===== src/rtl/kcpsm3_alu_responder.sv =====
// KCPSM3-style ALU responder: two-stage valid/ready pipeline.
// Stage 1 captures the operation fields. Stage 2 holds the computed result,
// the flags and the tag, and drives the output ports.
module kcpsm3_alu_responder #(
  parameter int OPERAND_WIDTH = 8,
  parameter int TAG_WIDTH     = 4,
  parameter int CNT_WIDTH     = 16
) (
  input  logic                     clk,
  input  logic                     reset,
  input  logic                     op_valid,
  output logic                     op_ready,
  input  logic [3:0]               opcode,
  input  logic [1:0]               shift_op,
  input  logic                     shift_dir,
  input  logic                     shift_constant,
  input  logic                     carry_in,
  input  logic [OPERAND_WIDTH-1:0] operand_a,
  input  logic [OPERAND_WIDTH-1:0] operand_b,
  input  logic [TAG_WIDTH-1:0]     op_tag,
  output logic                     res_valid,
  input  logic                     res_ready,
  output logic [OPERAND_WIDTH-1:0] result,
  output logic                     carry_out,
  output logic                     zero_out,
  output logic                     flags_we,
  output logic                     reg_we,
  output logic                     illegal,
  output logic [TAG_WIDTH-1:0]     res_tag,
  output logic [CNT_WIDTH-1:0]     retired_cnt,
  output logic [CNT_WIDTH-1:0]     illegal_cnt
);
  localparam int W = OPERAND_WIDTH;
  localparam logic [CNT_WIDTH-1:0] CNT_ONE = CNT_WIDTH'(1);

  // Stage 1 registers
  logic                 v1_q, v1_d;
  logic [3:0]           opc_q, opc_d;
  logic [1:0]           sop_q, sop_d;
  logic                 sdir_q, sdir_d;
  logic                 sconst_q, sconst_d;
  logic                 cin_q, cin_d;
  logic [W-1:0]         a_q, a_d, b_q, b_d;
  logic [TAG_WIDTH-1:0] tag1_q, tag1_d;

  // Stage 2 registers
  logic                 v2_q, v2_d;
  logic [W-1:0]         res_q, res_d;
  logic                 c_q, c_d, z_q, z_d, fwe_q, fwe_d, rwe_q, rwe_d, ill_q, ill_d;
  logic [TAG_WIDTH-1:0] tag2_q, tag2_d;
  logic [CNT_WIDTH-1:0] ret_q, ret_d, icnt_q, icnt_d;

  // Combinational ALU outputs computed from stage 1
  logic [W-1:0] alu_res;
  logic         alu_c, alu_z, alu_fwe, alu_rwe, alu_ill;
  logic [W:0]   sum_ext, diff_ext;
  logic [W-1:0] test_and;
  logic         shift_fill, shift_out;

  logic s2_load, out_xfer, in_xfer;

  assign s2_load  = !v2_q || res_ready;
  assign op_ready = !v1_q || s2_load;
  assign in_xfer  = op_valid && op_ready;
  assign out_xfer = v2_q && res_ready;

  // ALU: result and flags of the operation held in stage 1
  always_comb begin
    sum_ext    = {1'b0, a_q} + {1'b0, b_q} +
                 {{W{1'b0}}, (opc_q == 4'd5) ? cin_q : 1'b0};
    diff_ext   = {1'b0, a_q} - {1'b0, b_q} -
                 {{W{1'b0}}, (opc_q == 4'd7) ? cin_q : 1'b0};
    test_and   = a_q & b_q;
    shift_out  = sdir_q ? a_q[0] : a_q[W-1];
    case (sop_q)
      2'd0:    shift_fill = sconst_q;
      2'd1:    shift_fill = sdir_q ? a_q[W-1] : a_q[0];
      2'd2:    shift_fill = cin_q;
      default: shift_fill = shift_out;
    endcase
    alu_res = '0;
    alu_c   = 1'b0;
    alu_z   = 1'b0;
    alu_fwe = 1'b1;
    alu_rwe = 1'b1;
    alu_ill = 1'b0;
    case (opc_q)
      4'd0: begin
        alu_res = b_q;
        alu_c   = cin_q;
        alu_fwe = 1'b0;
      end
      4'd1: alu_res = a_q & b_q;
      4'd2: alu_res = a_q | b_q;
      4'd3: alu_res = a_q ^ b_q;
      4'd4, 4'd5: begin
        alu_res = sum_ext[W-1:0];
        alu_c   = sum_ext[W];
      end
      4'd6, 4'd7: begin
        alu_res = diff_ext[W-1:0];
        alu_c   = diff_ext[W];
      end
      4'd8: begin
        alu_res = a_q;
        alu_c   = diff_ext[W];
        alu_rwe = 1'b0;
      end
      4'd9: begin
        alu_res = a_q;
        alu_c   = ^test_and;
        alu_rwe = 1'b0;
      end
      4'd10: begin
        alu_res = sdir_q ? {shift_fill, a_q[W-1:1]} : {a_q[W-2:0], shift_fill};
        alu_c   = shift_out;
      end
      default: begin
        alu_fwe = 1'b0;
        alu_rwe = 1'b0;
        alu_ill = 1'b1;
      end
    endcase
    // Zero flag: LOAD never sets it, COMPARE uses the difference, TEST uses a&b
    case (opc_q)
      4'd0:    alu_z = 1'b0;
      4'd8:    alu_z = (diff_ext[W-1:0] == '0);
      4'd9:    alu_z = (test_and == '0);
      4'd11, 4'd12, 4'd13, 4'd14, 4'd15: alu_z = 1'b0;
      default: alu_z = (alu_res == '0);
    endcase
  end

  // Next-state for both stages and the retire counters
  always_comb begin
    v1_d = v1_q; opc_d = opc_q; sop_d = sop_q; sdir_d = sdir_q; sconst_d = sconst_q;
    cin_d = cin_q; a_d = a_q; b_d = b_q; tag1_d = tag1_q;
    v2_d = v2_q; res_d = res_q; c_d = c_q; z_d = z_q; fwe_d = fwe_q; rwe_d = rwe_q;
    ill_d = ill_q; tag2_d = tag2_q; ret_d = ret_q; icnt_d = icnt_q;
    // Stage 1 empties whenever it can hand off and nothing new arrives
    if (op_ready) v1_d = op_valid;
    if (in_xfer) begin
      opc_d = opcode; sop_d = shift_op; sdir_d = shift_dir; sconst_d = shift_constant;
      cin_d = carry_in; a_d = operand_a; b_d = operand_b; tag1_d = op_tag;
    end
    if (s2_load) begin
      v2_d = v1_q;
      if (v1_q) begin
        res_d = alu_res; c_d = alu_c; z_d = alu_z; fwe_d = alu_fwe;
        rwe_d = alu_rwe; ill_d = alu_ill; tag2_d = tag1_q;
      end
    end
    if (out_xfer) begin
      ret_d = ret_q + CNT_ONE;
      if (ill_q) icnt_d = icnt_q + CNT_ONE;
    end
  end

  // State registers, cleared asynchronously
  always_ff @(posedge clk or posedge reset) begin
    if (reset) begin
      v1_q <= 1'b0; opc_q <= '0; sop_q <= '0; sdir_q <= 1'b0; sconst_q <= 1'b0;
      cin_q <= 1'b0; a_q <= '0; b_q <= '0; tag1_q <= '0;
      v2_q <= 1'b0; res_q <= '0; c_q <= 1'b0; z_q <= 1'b0; fwe_q <= 1'b0;
      rwe_q <= 1'b0; ill_q <= 1'b0; tag2_q <= '0; ret_q <= '0; icnt_q <= '0;
    end else begin
      v1_q <= v1_d; opc_q <= opc_d; sop_q <= sop_d; sdir_q <= sdir_d; sconst_q <= sconst_d;
      cin_q <= cin_d; a_q <= a_d; b_q <= b_d; tag1_q <= tag1_d;
      v2_q <= v2_d; res_q <= res_d; c_q <= c_d; z_q <= z_d; fwe_q <= fwe_d;
      rwe_q <= rwe_d; ill_q <= ill_d; tag2_q <= tag2_d; ret_q <= ret_d; icnt_q <= icnt_d;
    end
  end

  assign res_valid   = v2_q;
  assign result      = res_q;
  assign carry_out   = c_q;
  assign zero_out    = z_q;
  assign flags_we    = fwe_q;
  assign reg_we      = rwe_q;
  assign illegal     = ill_q;
  assign res_tag     = tag2_q;
  assign retired_cnt = ret_q;
  assign illegal_cnt = icnt_q;
endmodule


===== config.mk =====
export PLATFORM = sky130hd
export DESIGN_NAME = kcpsm3_alu_responder
export DESIGN_NICKNAME = d
export VERILOG_FILES = /design/src/rtl/kcpsm3_alu_responder.sv
export SDC_FILE = /design/constraint.sdc
export NUM_CORES = 1
export LEC_CHECK = 0
export ABC_AREA = 1
export CAP_MARGIN = 25
export CORE_MARGIN = 8
export CORE_UTILIZATION = 50
export CTS_CLUSTER_SIZE = 40
export DETAILED_ROUTE_END_ITERATION = 16
export PLACE_DENSITY = 0.84
export SLEW_MARGIN = 20
export SYNTH_ARGS = -nofsm -noshare
export SYNTH_HDL_FRONTEND = slang
export SYNTH_SLANG_ARGS = --single-unit

===== constraint.sdc =====
create_clock -name clk -period 8.5 [get_ports clk]
set_clock_uncertainty 0.2 [all_clocks]
set_input_delay 1.7 -clock clk [delete_from_list [all_inputs] [get_ports clk]]
set_output_delay 1.7 -clock clk [all_outputs]
set_load 0.05 [all_outputs]

==> results of run 1 <==
metal layers:
layer,vias up,GRT usage (%)
met5,-,0
met4,0,5.677
met2,167,32.01
met3,20,4.892
met1,2152,24.39
li1,2273,-
registers in the layout, summed over array words and instances, names as in the netlist:
register,cells
opc_q,4
b_q,8
retired_cnt,16
v1_q,1
sop_q,2
cin_q,1
sconst_q,1
flags_we,1
tag1_q,4
sdir_q,1
illegal,1
illegal_cnt,16
res_tag,4
res_valid,1
reg_we,1
carry_out,1
result,8
a_q,8
zero_out,1
power breakdown:
| part | switching (mW) | leakage, nW | internal [mW] | total (mW) |
|---|---|---|---|---|
| Combinational | 0.519 | 2.12 | 0.273 | 0.791 |
| Sequential | 0.0750 | 0.967 | 0.456 | 0.531 |
| Clock | 0.153 | 0.101 | 0.148 | 0.301 |
worst register-to-register path, delay by kind of cell, from the launching register on:
kind	cells	cell delay [ns]
adder cells (fa/ha/maj)	2	0.88
buffers and inverters	1	0.11
flip-flops	1	0.43
AO/OA/AOI/OAI	1	0.13
AND/OR/NAND/NOR	11	1.37
synthesized netlist by cell type, drive strengths merged (6+ instances only):
| cell type | count |
|---|---|
| ha | 36 |
| clkbuf | 6 |
| inv | 92 |
| xor2 | 18 |
| a21oi | 36 |
| dfrtp | 80 |
| o21ai | 18 |
| nand4 | 10 |
| nand2 | 180 |
| mux2 | 8 |
| nor2 | 84 |
| xnor2 | 17 |
| nand3 | 57 |
kinds of logic (layout without fill, tap and decap cells):
family	Yosys count	count (layout)
adders and majority gates	40	40
buffers and inverters	103	192
AOI/OAI and AO/OA	63	63
and+or+nand+nor	340	340
DFF	80	80
muxes	8	8
xor gates and xnor gates	35	35
final cells by class:
| class | count | area [um2] |
|---|---|---|
| repair buffers | 84 | 842.1 |
| multi-input cells | 486 | 2748 |
| inverters | 92 | 346.6 |
| clock inverters | 6 | 73.82 |
| clock buffers | 10 | 137.6 |
| flip-flops and latches | 80 | 2002 |
| well taps | 136 | 170.2 |
| fillers | 919 | 3819 |
stage by stage:
| step | hold WS (ns) | instance area (um2) | total power [mW] | cells | setup WS, ns |
|---|---|---|---|---|---|
| 6_report | 0.2742 | 6320 | 1.624 | 894 | 3.394 |
| 5_1_grt | 0.3016 | 6320 | 1.731 | 894 | 3.296 |
| 4_1_cts | 0.2776 | 6316 | 1.627 | 894 | 3.393 |
| 3_5_place_dp | 0.2584 | 6105 | 1.327 | 878 | 3.394 |
| 3_3_place_gp | 0.2481 | 6105 | 1.307 | 878 | 3.423 |
| 2_1_floorplan | 0.2364 | 5142 | 1.081 | 669 | 4.440 |
worst max path at each step:
stage | end | cells past startpoint | slack [ns] | start
finish | op_ready | 4 | 3.39 | res_ready
detailed placement | op_ready | 4 | 3.39 | res_ready
global placement | op_ready | 4 | 3.42 | res_ready
global route | op_ready | 4 | 3.30 | res_ready
CTS | op_ready | 4 | 3.39 | res_ready
floorplan | op_ready | 2 | 4.44 | res_ready
cells in the final DEF (no fill, tap or decap), drive strengths merged, types with 18 or more instances in the layout:
| cell type | instances |
|---|---|
| dfrtp | 80 |
| o21ai | 18 |
| nand2 | 180 |
| xor2 | 18 |
| nand3 | 57 |
| inv | 94 |
| nor2 | 84 |
| clkdlybuf4s50 | 83 |
| ha | 36 |
| a21oi | 36 |
==> metrics.md, run 1 <==
| Metric | Value |
|---|---|
| CP required | `6.60 ns` |
| Mux cell area share after synthesis | `1.752%` |
| Final Max Slew Viols | `0` |
| Total CTS buffers | `9` |
| Largest family of logic cells by synthesized area | `simple AND/OR/NAND/NOR gates` |
| FF-to-FF setup slack | `5.29 ns` |
| Max_cap viols | `0` |
| Worst path most repeated cell | `clkdlybuf4s50_1` |
| Worst flop-to-flop path startpoint | `opc_q[0]` |
| Die Wd | `117.4 um` |
| Capturing element type of the critical path | `output port` |
| Ys async rst share | `100.0%` |
| WL final | `13,280 um` |
| CP max FO | `3` |
| Netlist cell types | `34` |
| Worst Hold End | `res_tag[2]` |
| Hold path depth | `2` |
| Simple-gate area share of the yosys netlist | `28.81%` |
| Initial antenna violation count | `0` |
| Final setup violation count | `0` |
| DR DRC count | `0` |
| R2r worst-path depth | `15` |
| First-pass GRT wire length | `22,260 um` |
| Share of cells above drive strength 1 | `6.069%` |
| Crit path max-delay family | `buffers and inverters` |
| Vias per cell | `5.159` |
| Post-synthesis instance total | `669` |
| Crit path time final | `5.106 ns` |
| Status | `finished clean` |
| Remaining antenna violation count after routing | `0` |
| CTS H-tree depth | `3` |
| Pleak | `3.191 nW` |
| Largest net degree at the start of global routing | `81` |
| WP buf/inv | `3` |
| Ys flop type | `dfrtp_1` |
| CP max stage delay | `0.83 ns` |
| Worst min path class | `flop to flop` |
| Synth area leader | `dfrtp_1` |
| Antenna cells | `0` |
| Max_slew headroom | `39.31%` |
| Final number of hold-violating endpoints | `0` |
| Area Overhead vs Synth | `22.90%` |
| Synthesized flop and latch total | `80` |
| Top cell type's share of synthesized area | `38.93%` |
| HP Start | `tag1_q[2]` |
| P per Cell Area | `257.0 mW/mm2` |
| Routed WL per cell | `14.85 um` |
| Top layer in use | `met4` |
| Fin Setup TNS | `0 ns` |
| Util after Layout | `62.33%` |
| Max Fclk | `195.8 MHz` |
| Average size of a mapped cell | `7.687 um2` |
| Clock transition at path regs | `0.08 ns` |
| PortBufs | `83` |
| Cts repair resizes | `0` |
| Starting Density | `50.72%` |
| NumNets Final | `826` |
| Fin crit share | `60.07%` |
| Post-synthesis compound-gate area fraction | `6.545%` |
| Synth Area in XOR/XNOR | `5.961%` |
| Worst vdd ir | `0.1673 mV` |
| Iteration-0 DRC Markers | `315` |
| DR WL met3 | `916 um` |
| CTS Hold Bufs | `0` |
| Die area | `0.01379 mm2` |
| Die height | `117.4 um` |
| GRT Total Usage | `19.37%` |
| Post-Syn Nets | `742` |
| Met2 WL post-DR | `6113 um` |
| Max Buffers Root-to-Sink | `2` |
| HPWL after DPL | `10,550 um` |
| Crit path arrival time | `3.21 ns` |
| Critical R2R Capture | `zero_out` |
| Sink Count | `80` |
| DR vias | `4,612` |
| Overflow after GRT | `0` |
| Cells along the critical path | `clkdlybuf4s50_1 -> inv_1 -> nand3_1 -> clkdlybuf4s50_1` |
| CTS tree | `built` |
| Top post-synthesis cells by area | `dfrtp_1 39%, nand2_1 13%, ha_1 8.8%, inv_1 6.6%, nor2_1 5.4%` |
| Root Buffer | `clkbuf_8` |
| RSZ-0062 raised after global routing | `false` |
| Final GP Congestion | `0.9726` |
| Synthesized area | `0.005142 mm2` |
| Critical path's slowest cell | `clkdlybuf4s50_1` |
| Worst-Skew Late Latency | `0.36 ns` |
| Worst-margin pin slew | `0.9072 ns` |
| # Post-CTS Setup Buffers | `0` |
| Top Ports | `84` |
| Adder-cell share of the synthesized area | `10.32%` |
| M1 WL | `6035 um` |
| Row cnt | `37` |
| Critical path class | `primary input to output port` |
| Seq/Total Area, Yosys | `38.93%` |
| Pre-Repair DR Iteration Count | `5` |
| EDFF count, synth | `0` |
| YS warnings | `0` |
| Vias in the first global route | `4,605` |
| Core footprint | `0.01014 mm2` |
| Startpoint Class | `primary input` |
(Power assumes the default switching activity.)
==> run 2: changes to the inputs <==
--- a/config.mk
+++ b/config.mk
@@ -8,10 +8,10 @@
 export ABC_AREA = 1
 export CAP_MARGIN = 25
 export CORE_MARGIN = 8
-export CORE_UTILIZATION = 50
+export CORE_UTILIZATION = 49
 export CTS_CLUSTER_SIZE = 40
 export DETAILED_ROUTE_END_ITERATION = 16
-export PLACE_DENSITY = 0.84
+export PLACE_DENSITY = 0.86
 export SLEW_MARGIN = 20
 export SYNTH_ARGS = -nofsm -noshare
 export SYNTH_HDL_FRONTEND = slang
==> constraint.sdc (replaced) <==
create_clock -name clk -period 4.5 [get_ports clk]
set_clock_uncertainty 0.2 [all_clocks]
set_input_delay 0.9 -clock clk [delete_from_list [all_inputs] [get_ports clk]]
set_output_delay 0.9 -clock clk [all_outputs]
set_load 0.05 [all_outputs]
==> run 2 against run 1 <==
  * Die area increased by 1.8%
  * Highest routed layer unchanged
  * Total power up 93%
  * Critical endpoint unchanged
  * Largest cell class unchanged
  * Via count barely moved
  * Critical path depth unchanged
  * Largest power group unchanged
  * Register-to-register slack got worse by 3.9 ns
  * Non-clock buffer count grew 1
  * Final cell count is 0.11% higher
==> metrics.md, run 2 (synthesis results as in run 1) <==
| Metric | Value |
|---|---|
| Startpoint Class | `primary input` |
| Vias per cell | `5.155` |
| Capturing element type of the critical path | `output port` |
| First-pass GRT wire length | `22,050 um` |
| Max Buffers Root-to-Sink | `2` |
| Root Buffer | `clkbuf_8` |
| CP required | `3.40 ns` |
| CTS Hold Bufs | `0` |
| DR vias | `4,614` |
| Max_cap viols | `0` |
| Total CTS buffers | `9` |
| Die Wd | `118.4 um` |
| Cts repair resizes | `0` |
| RSZ-0062 raised after global routing | `false` |
| Die height | `118.4 um` |
| Initial antenna violation count | `0` |
| Row cnt | `37` |
| PortBufs | `83` |
| Final setup violation count | `0` |
| Pre-Repair DR Iteration Count | `8` |
| Max Fclk | `286.9 MHz` |
| Antenna cells | `0` |
| Reg area | `0.002002 mm2` |
| CP max FO | `3` |
| Util after Layout | `61.83%` |
| Fin crit share | `77.45%` |
| Filler cell count | `911` |
| Largest net degree at the start of global routing | `53` |
| Status | `finished clean` |
| CTS tree | `built` |
| NumNets Final | `827` |
| Crit path time final | `3.485 ns` |
| Clock transition at path regs | `0.08 ns` |
| Area Overhead vs Synth | `23.58%` |
| Crit path arrival time | `2.39 ns` |
| GRT Total Usage | `19.01%` |
| Most common cell after layout, fill and taps aside | `nand2_1` |
| Worst-margin pin slew | `0.9576 ns` |
| P per Cell Area | `493.4 mW/mm2` |
| Core footprint | `0.01028 mm2` |
| Top Ports | `84` |
| Worst-Skew Late Latency | `0.36 ns` |
| WL final | `13,180 um` |
| Multi-input gate area | `0.002748 mm2` |
| # Post-CTS Setup Buffers | `0` |
| Starting Density | `50.04%` |
| Die area | `0.01403 mm2` |
| Final number of hold-violating endpoints | `0` |
| Routed WL per cell | `14.73 um` |
| Vias in the first global route | `4,496` |
| Max_slew headroom | `35.94%` |
| Sink Count | `80` |
| HPWL after DPL | `10,390 um` |
| Worst vdd ir | `0.3243 mV` |
| Overflow after GRT | `0` |
| Remaining antenna violation count after routing | `0` |
| CTS H-tree depth | `3` |
| Share of cells above drive strength 1 | `6.192%` |
| Pleak | `3.215 nW` |
| DR DRC count | `0` |
| Commonest cells after routing, fill and taps aside | `177 x nand2_1, 89 x inv_1, 83 x clkdlybuf4s50_1, 80 x dfrtp_1, 74 x nor2_1` |
| Iteration-0 DRC Markers | `389` |
| Critical path class | `primary input to output port` |
| Worst min path class | `flop to flop` |
| Final Max Slew Viols | `0` |
| Fin Setup TNS | `0 ns` |
| Final GP Congestion | `0.9334` |
run 2: cell count changes in the layout (fill, tap and decap cells not counted), sizes merged:
cell and change:
buf +1, clkinvlp -2, clkbuf -1, bufinv +1, inv +2
run 2: area by class of cell:
| type | instances | area share [%] |
|---|---|---|
| well taps | 136 | 2.678 |
| clock inverters | 7 | 1.674 |
| multi-input cells | 486 | 43.24 |
| repair buffers | 85 | 13.51 |
| clock buffers | 9 | 1.949 |
| flip-flops and latches | 80 | 31.50 |
| inverters | 92 | 5.454 |
run 2: worst paths after layout:
check	from	to	slack, ns	cells past startpoint
hold reg to reg	tag1_q[2]	res_tag[2]	0.27	2
min in group asynchronous	reset	retired_cnt[14]	0.63	2
setup reg to reg	opc_q[1]	zero_out	1.44	15
setup / recovery	res_ready	op_ready	1.01	4
hold / removal	tag1_q[2]	res_tag[2]	0.27	2
max in group asynchronous	reset	a_q[1]	2.63	4
run 2: layer usage:
| metal | GRT usage (%) | wire [um] |
|---|---|---|
| met3 | 4.712 | 1018 |
| met2 | 30.76 | 6131 |
| met4 | 5.929 | 183 |
| met1 | 24.58 | 5851 |
| met5 | 0 | 0 |
run 2: metrics by stage:
step / std cells / instance area, um2 / hold slack [ns] / total power, mW / setup WS, ns
2_1_floorplan: 669 / 5142 / 0.2364 / 2.043 / 1.348
3_3_place_gp: 878 / 6105 / 0.2434 / 2.477 / 1.012
3_5_place_dp: 879 / 6125 / 0.2527 / 2.507 / 1.008
4_1_cts: 895 / 6355 / 0.2737 / 3.137 / 1.008
5_1_grt: 895 / 6355 / 0.2854 / 3.337 / 0.9690
6_report: 895 / 6355 / 0.2718 / 3.136 / 1.015
run 2: power breakdown:
group          internal [mW]  leakage, nW  switching, mW
Clock                  0.325        0.117          0.301
Sequential             0.862        0.967          0.146
Combinational          0.516         2.13          0.986
Total                   1.70         3.21           1.43
run 2: critical path, cell delays in order:
cell	delay [ns]
clkdlybuf4s50_1	0.49
inv_1	0.06
nand3_1	0.11
clkdlybuf4s50_1	0.82
==> run 3: changes to the inputs <==
--- a/config.mk
+++ b/config.mk
@@ -8,10 +8,10 @@
 export ABC_AREA = 1
 export CAP_MARGIN = 25
 export CORE_MARGIN = 8
-export CORE_UTILIZATION = 49
+export CORE_UTILIZATION = 50
 export CTS_CLUSTER_SIZE = 40
 export DETAILED_ROUTE_END_ITERATION = 16
-export PLACE_DENSITY = 0.86
+export PLACE_DENSITY = 0.84
 export SLEW_MARGIN = 20
 export SYNTH_ARGS = -nofsm -noshare
 export SYNTH_HDL_FRONTEND = slang
==> constraint.sdc (replaced) <==
create_clock -name clk -period 3.4 [get_ports clk]
set_clock_uncertainty 0.2 [all_clocks]
set_input_delay 0.68 -clock clk [delete_from_list [all_inputs] [get_ports clk]]
set_output_delay 0.68 -clock clk [all_outputs]
set_load 0.05 [all_outputs]
==> run 3 against run 2 <==
  * Die area shrank 1.7%
  * Core utilization up 0.76 points
  * First-iteration DRC count fell by 15%
  * Non-clock buffer count is 2 higher
  * Highest routed layer unchanged
  * Worst setup slack got worse by 0.61 ns
  * Global-route usage is 1.9 points higher
==> metrics.md, run 3 (synthesis results as in run 1) <==
| Metric | Value |
|---|---|
| Status | `finished clean` |
| Fin crit share | `88.24%` |
| Critical R2R Capture | `zero_out` |
| Crit path time final | `3.000 ns` |
| CP required | `3.49 ns` |
| Die Wd | `117.4 um` |
| Area Overhead vs Synth | `23.41%` |
| Setup crit end | `zero_out` |
| RSZ-0062 raised after global routing | `false` |
| Max_cap viols | `0` |
| Vias in the first global route | `4,728` |
| Critical path class | `flop to flop` |
| Starting Density | `50.72%` |
| Worst flop-to-flop path startpoint | `opc_q[0]` |
| Power Total | `4.120 mW` |
| Root Buffer | `clkbuf_8` |
| Sink Count | `80` |
| HPWL after DPL | `11,340 um` |
| Capturing element type of the critical path | `flop` |
| R2r worst-path depth | `15` |
| Startpoint Class | `flop` |
| GRT Total Usage | `20.89%` |
| Share of cells above drive strength 1 | `6.069%` |
| Routed WL per cell | `16.11 um` |
| Setup crit start | `opc_q[0]` |
| Fin Setup TNS | `0 ns` |
| CTS tree | `built` |
| DR vias | `4,679` |
| Final GP Congestion | `0.9491` |
| Commonest cells after routing, fill and taps aside | `177 x nand2_1, 89 x inv_1, 82 x clkdlybuf4s50_1, 80 x dfrtp_1, 74 x nor2_1` |
| Most common cell after layout, fill and taps aside | `nand2_1` |
| Final number of hold-violating endpoints | `0` |
| Largest net degree at the start of global routing | `42` |
| Final Max Slew Viols | `0` |
| Max Buffers Root-to-Sink | `2` |
| Worst hold margin | `0.2732 ns` |
| Iteration-0 DRC Markers | `332` |
| Top Ports | `84` |
| Row cnt | `37` |
| Die area | `0.01379 mm2` |
| Clock transition at path regs | `0.08 ns` |
| Cts repair resizes | `0` |
| Worst min path class | `flop to flop` |
| CP max FO | `5` |
| WL final | `14,400 um` |
| Max_slew headroom | `51.24%` |
| Total CTS buffers | `9` |
| Final setup violation count | `0` |
| # Post-CTS Setup Buffers | `0` |
| CTS Hold Bufs | `0` |
| CTS H-tree depth | `3` |
| Worst vdd ir | `0.4698 mV` |
| Worst-Skew Late Latency | `0.37 ns` |
| Core footprint | `0.01014 mm2` |
| Hold path depth | `1` |
| DR DRC count | `0` |
| Vias per cell | `5.234` |
| First-pass GRT wire length | `23,600 um` |
| P per Cell Area | `649.1 mW/mm2` |
| Crit path arrival time | `3.09 ns` |
| Worst-margin pin slew | `0.7315 ns` |
| Initial antenna violation count | `0` |
| Die height | `117.4 um` |
| NumNets Final | `829` |
| Filler cell count | `859` |
| FF-to-FF setup slack | `0.40 ns` |
| Antenna cells | `0` |
| Max Fclk | `333.3 MHz` |
| Remaining antenna violation count after routing | `0` |
| PortBufs | `83` |
| Pleak | `3.211 nW` |
| Overflow after GRT | `0` |
| Pre-Repair DR Iteration Count | `5` |
[run 3: metal layers]
metal,vias up,track usage [%],routed length [um]
met5,-,0,0
met4,0,7.137,283
met3,28,4.604,848
met2,181,34.12,6830
met1,2191,26.68,6440
li1,2279,-,-
[run 3: cell type report]
cell class | instances | area [um2] | share of cell area [%]
Multi-Input combinational cell | 486 | 2748 | 43.30
Sequential cell | 80 | 2002 | 31.55
Timing Repair Buffer | 87 | 883.3 | 13.92
Inverter | 92 | 346.6 | 5.461
Tap cell | 136 | 170.2 | 2.681
Clock buffer | 10 | 127.6 | 2.011
Clock inverter | 3 | 68.82 | 1.084
[run 3: worst min-delay path by stage]
stage / start / endpoint / slack [ns]
global route: retired_cnt[15] / retired_cnt[15] / 0.31
detailed placement: retired_cnt[15] / retired_cnt[15] / 0.26
CTS: retired_cnt[15] / retired_cnt[15] / 0.28
floorplan: tag1_q[0] / res_tag[0] / 0.24
finish: retired_cnt[15] / retired_cnt[15] / 0.27
global placement: tag1_q[1] / res_tag[1] / 0.24
[run 3: critical path, stage by stage, from the launching register on]
cell	delay, ns
dfrtp_1	0.43
inv_1	0.11
nor2_1	0.19
nand3_1	0.14
fa_1	0.42
fa_1	0.42
nand3b_1	0.19
nand2_1	0.11
nand2_1	0.05
nand3_1	0.07
nand3_1	0.12
nor2_1	0.12
nand2_1	0.06
nor2_1	0.08
nand3_1	0.07
a21oi_1	0.13
[run 3: per-stage QoR]
step | util, % | cells | cell area, um2 | setup WS [ns]
after floorplan | - | 669 | 5142 | 0.4683
after global placement | 60.66 | 881 | 6150 | 0.5355
after detailed placement | 60.66 | 881 | 6150 | 0.4814
after CTS | 62.59 | 894 | 6346 | 0.4456
after global routing | 62.59 | 894 | 6346 | 0.1447
final | 62.59 | 894 | 6346 | 0.3998
[run 3: where the power goes]
part           internal, mW  switching [mW]
clock                 0.405           0.352
sequential             1.14           0.188
combinational         0.693            1.34
total                  2.24            1.88
==> variant (settings of run 2) <==
Make the reset (`reset`) synchronous in one clocked block. Comments in the files are not updated.
--- a/src/rtl/kcpsm3_alu_responder.sv
+++ b/src/rtl/kcpsm3_alu_responder.sv
@@ -158,5 +158,5 @@
 
   // State registers, cleared asynchronously
-  always_ff @(posedge clk or posedge reset) begin
+  always_ff @(posedge clk) begin
     if (reset) begin
       v1_q <= 1'b0; opc_q <= '0; sop_q <= '0; sdir_q <= 1'b0; sconst_q <= 1'b0;
Function: differs if reset is asserted again (counterexample within 4 cycles, from zero or initial values and one cycle with reset high); with reset held inactive, the same outputs for 4 cycles.
==> variant against run 2 <==
- sequential cell count unchanged
- setup slack worse by 0.068 ns
- synthesized cell count up 11%
- fmax down 1.9%
- worst hold slack better by 0.0054 ns
- global-route usage up 1.9 points
- utilization down 0.50 points
- cell area down 2.1%
- synthesized area down 2.4%
- register-to-register slack worse by 0.18 ns
- wire length up 8.1%
- critical path type unchanged
- critical endpoint unchanged
- largest cell class unchanged
Power is not compared: it rests on default switching activity, and its combinational part moved more than twofold at a synthesized area within 25%.
==> variant: results (changes against run 2) <==
### Final layout
• Non-Filler Instances: 962, was 895
• total area of multi-input combinational cells: 0.00295 mm2, was 0.00275 mm2
• clock network area share: 0.0372, was 0.0362
• count of non-CTS buffers in the layout: 88, was 85
• Signal inverters: 107, was 92
• number of inserted filler cells in the final layout: 907, was 911
• # nets final: 894, was 827
• area used by sequential logic in the layout: 0.00160 mm2, was 0.00200 mm2
• non-clock buffer area fraction after layout: 0.140, was 0.135

### Setup path
• arrival time of data at the critical path endpoint: 2.45 ns, was 2.39 ns
• endpoint of the worst-slack reg-to-reg timing path: carry_out$_SDFFE_PP0P_, was zero_out$_DFFE_PP0P_
• reg2reg path depth: 14, was 15
• worst flop-to-flop path startpoint: opc_q[0]$_SDFFE_PP0P_, was opc_q[1]$_DFFE_PP0P_
• setup slack of the worst register-to-register path: 1.26 ns, was 1.44 ns

### Synthesis
• primary flip-flop cell chosen by synthesis mapping: dfxtp_1, was dfrtp_1
• count of different cell masters after synthesis: 40, was 34
• count of yosys warnings during synthesis: 0, unchanged
• synthesized area per cell: 6.78 um2, was 7.69 um2
• share of flip-flops with an asynchronous set or reset after synthesis: 0, was 1.00
• cells taking the most area after synthesis: dfxtp_1 (32%), nand2_1 (9.8%), ha_1 (9.0%), was dfrtp_1 (39%), nand2_1 (13%), ha_1 (8.8%)
• most instantiated cells after synthesis: nand2_1 (131), inv_1 (101), nor2_1 (87), was nand2_1 (178), inv_1 (90), dfrtp_1 (80)
• net count after synthesis: 813, was 742

### Global route
• wire length of the first global-routing pass: 22.7 mm, was 22.0 mm
• number of global-route vias before repair: 4690, was 4496
• Total GRT Usage: 0.209, was 0.190
• met3 layer usage reported by global route: 0.0364, was 0.0471
• largest net degree at the start of global routing: 41, was 53

### Pwr
• Tot Pwr: 1.87 mW
• Worst IR Drop VDD: 0.000196 V

### Detailed routing
• 1st-pass router iterations: 7, was 8
• total number of vias: 5149, was 4614
• sum of routed wire length over all layers: 14.3 mm, was 13.2 mm
• routed length on met2: 6.44 mm, was 6.13 mm
• routed length on met3: 1.04 mm, was 1.02 mm

### Placed design
• Post-Place Cell Area: 0.00599 mm2, was 0.00612 mm2
• Placer Congestion: 0.986, was 0.933
• worst-case setup slack after placement: 0.943 ns, was 1.01 ns

### STA
• crit share post-route: 0.790, was 0.775
• remaining max-slew budget at the tightest pin: 0.443, was 0.359
• Worst Hold Slack: 0.277 ns, was 0.272 ns

### Clocking
• clock-pin slew on the worst setup and hold paths: 0.10 ns, was 0.08 ns

### Status
• result of the run: finished clean, unchanged

[variant: cell types whose count changed after synthesis, moves of 8 or more]
cell and delta:
dfrtp_1 -80, o21ai_0 +59, dfxtp_1 +80, xnor2_1 -12, mux2_2 -8, nor2_1 +13, a21oi_1 +32, xor2_1 -13
nand2_1 -47, inv_1 +11
[variant: power breakdown]
group          internal [mW]  total [mW]  leakage (nW)  switching [mW]
Sequential             0.739       0.769         0.655          0.0299
Clock                  0.324       0.628         0.114           0.304
Combinational          0.167       0.469          1.89           0.302
[variant: cells by family after synthesis]
group | Yosys count | share of synthesized area
xor+xnor | 10 | 0.0174
flops | 80 | 0.319
fa+ha+maj | 40 | 0.106
mux | 1 | 0.00199
compound gates | 162 | 0.169
buf+inv | 125 | 0.0942
simple gates | 322 | 0.293
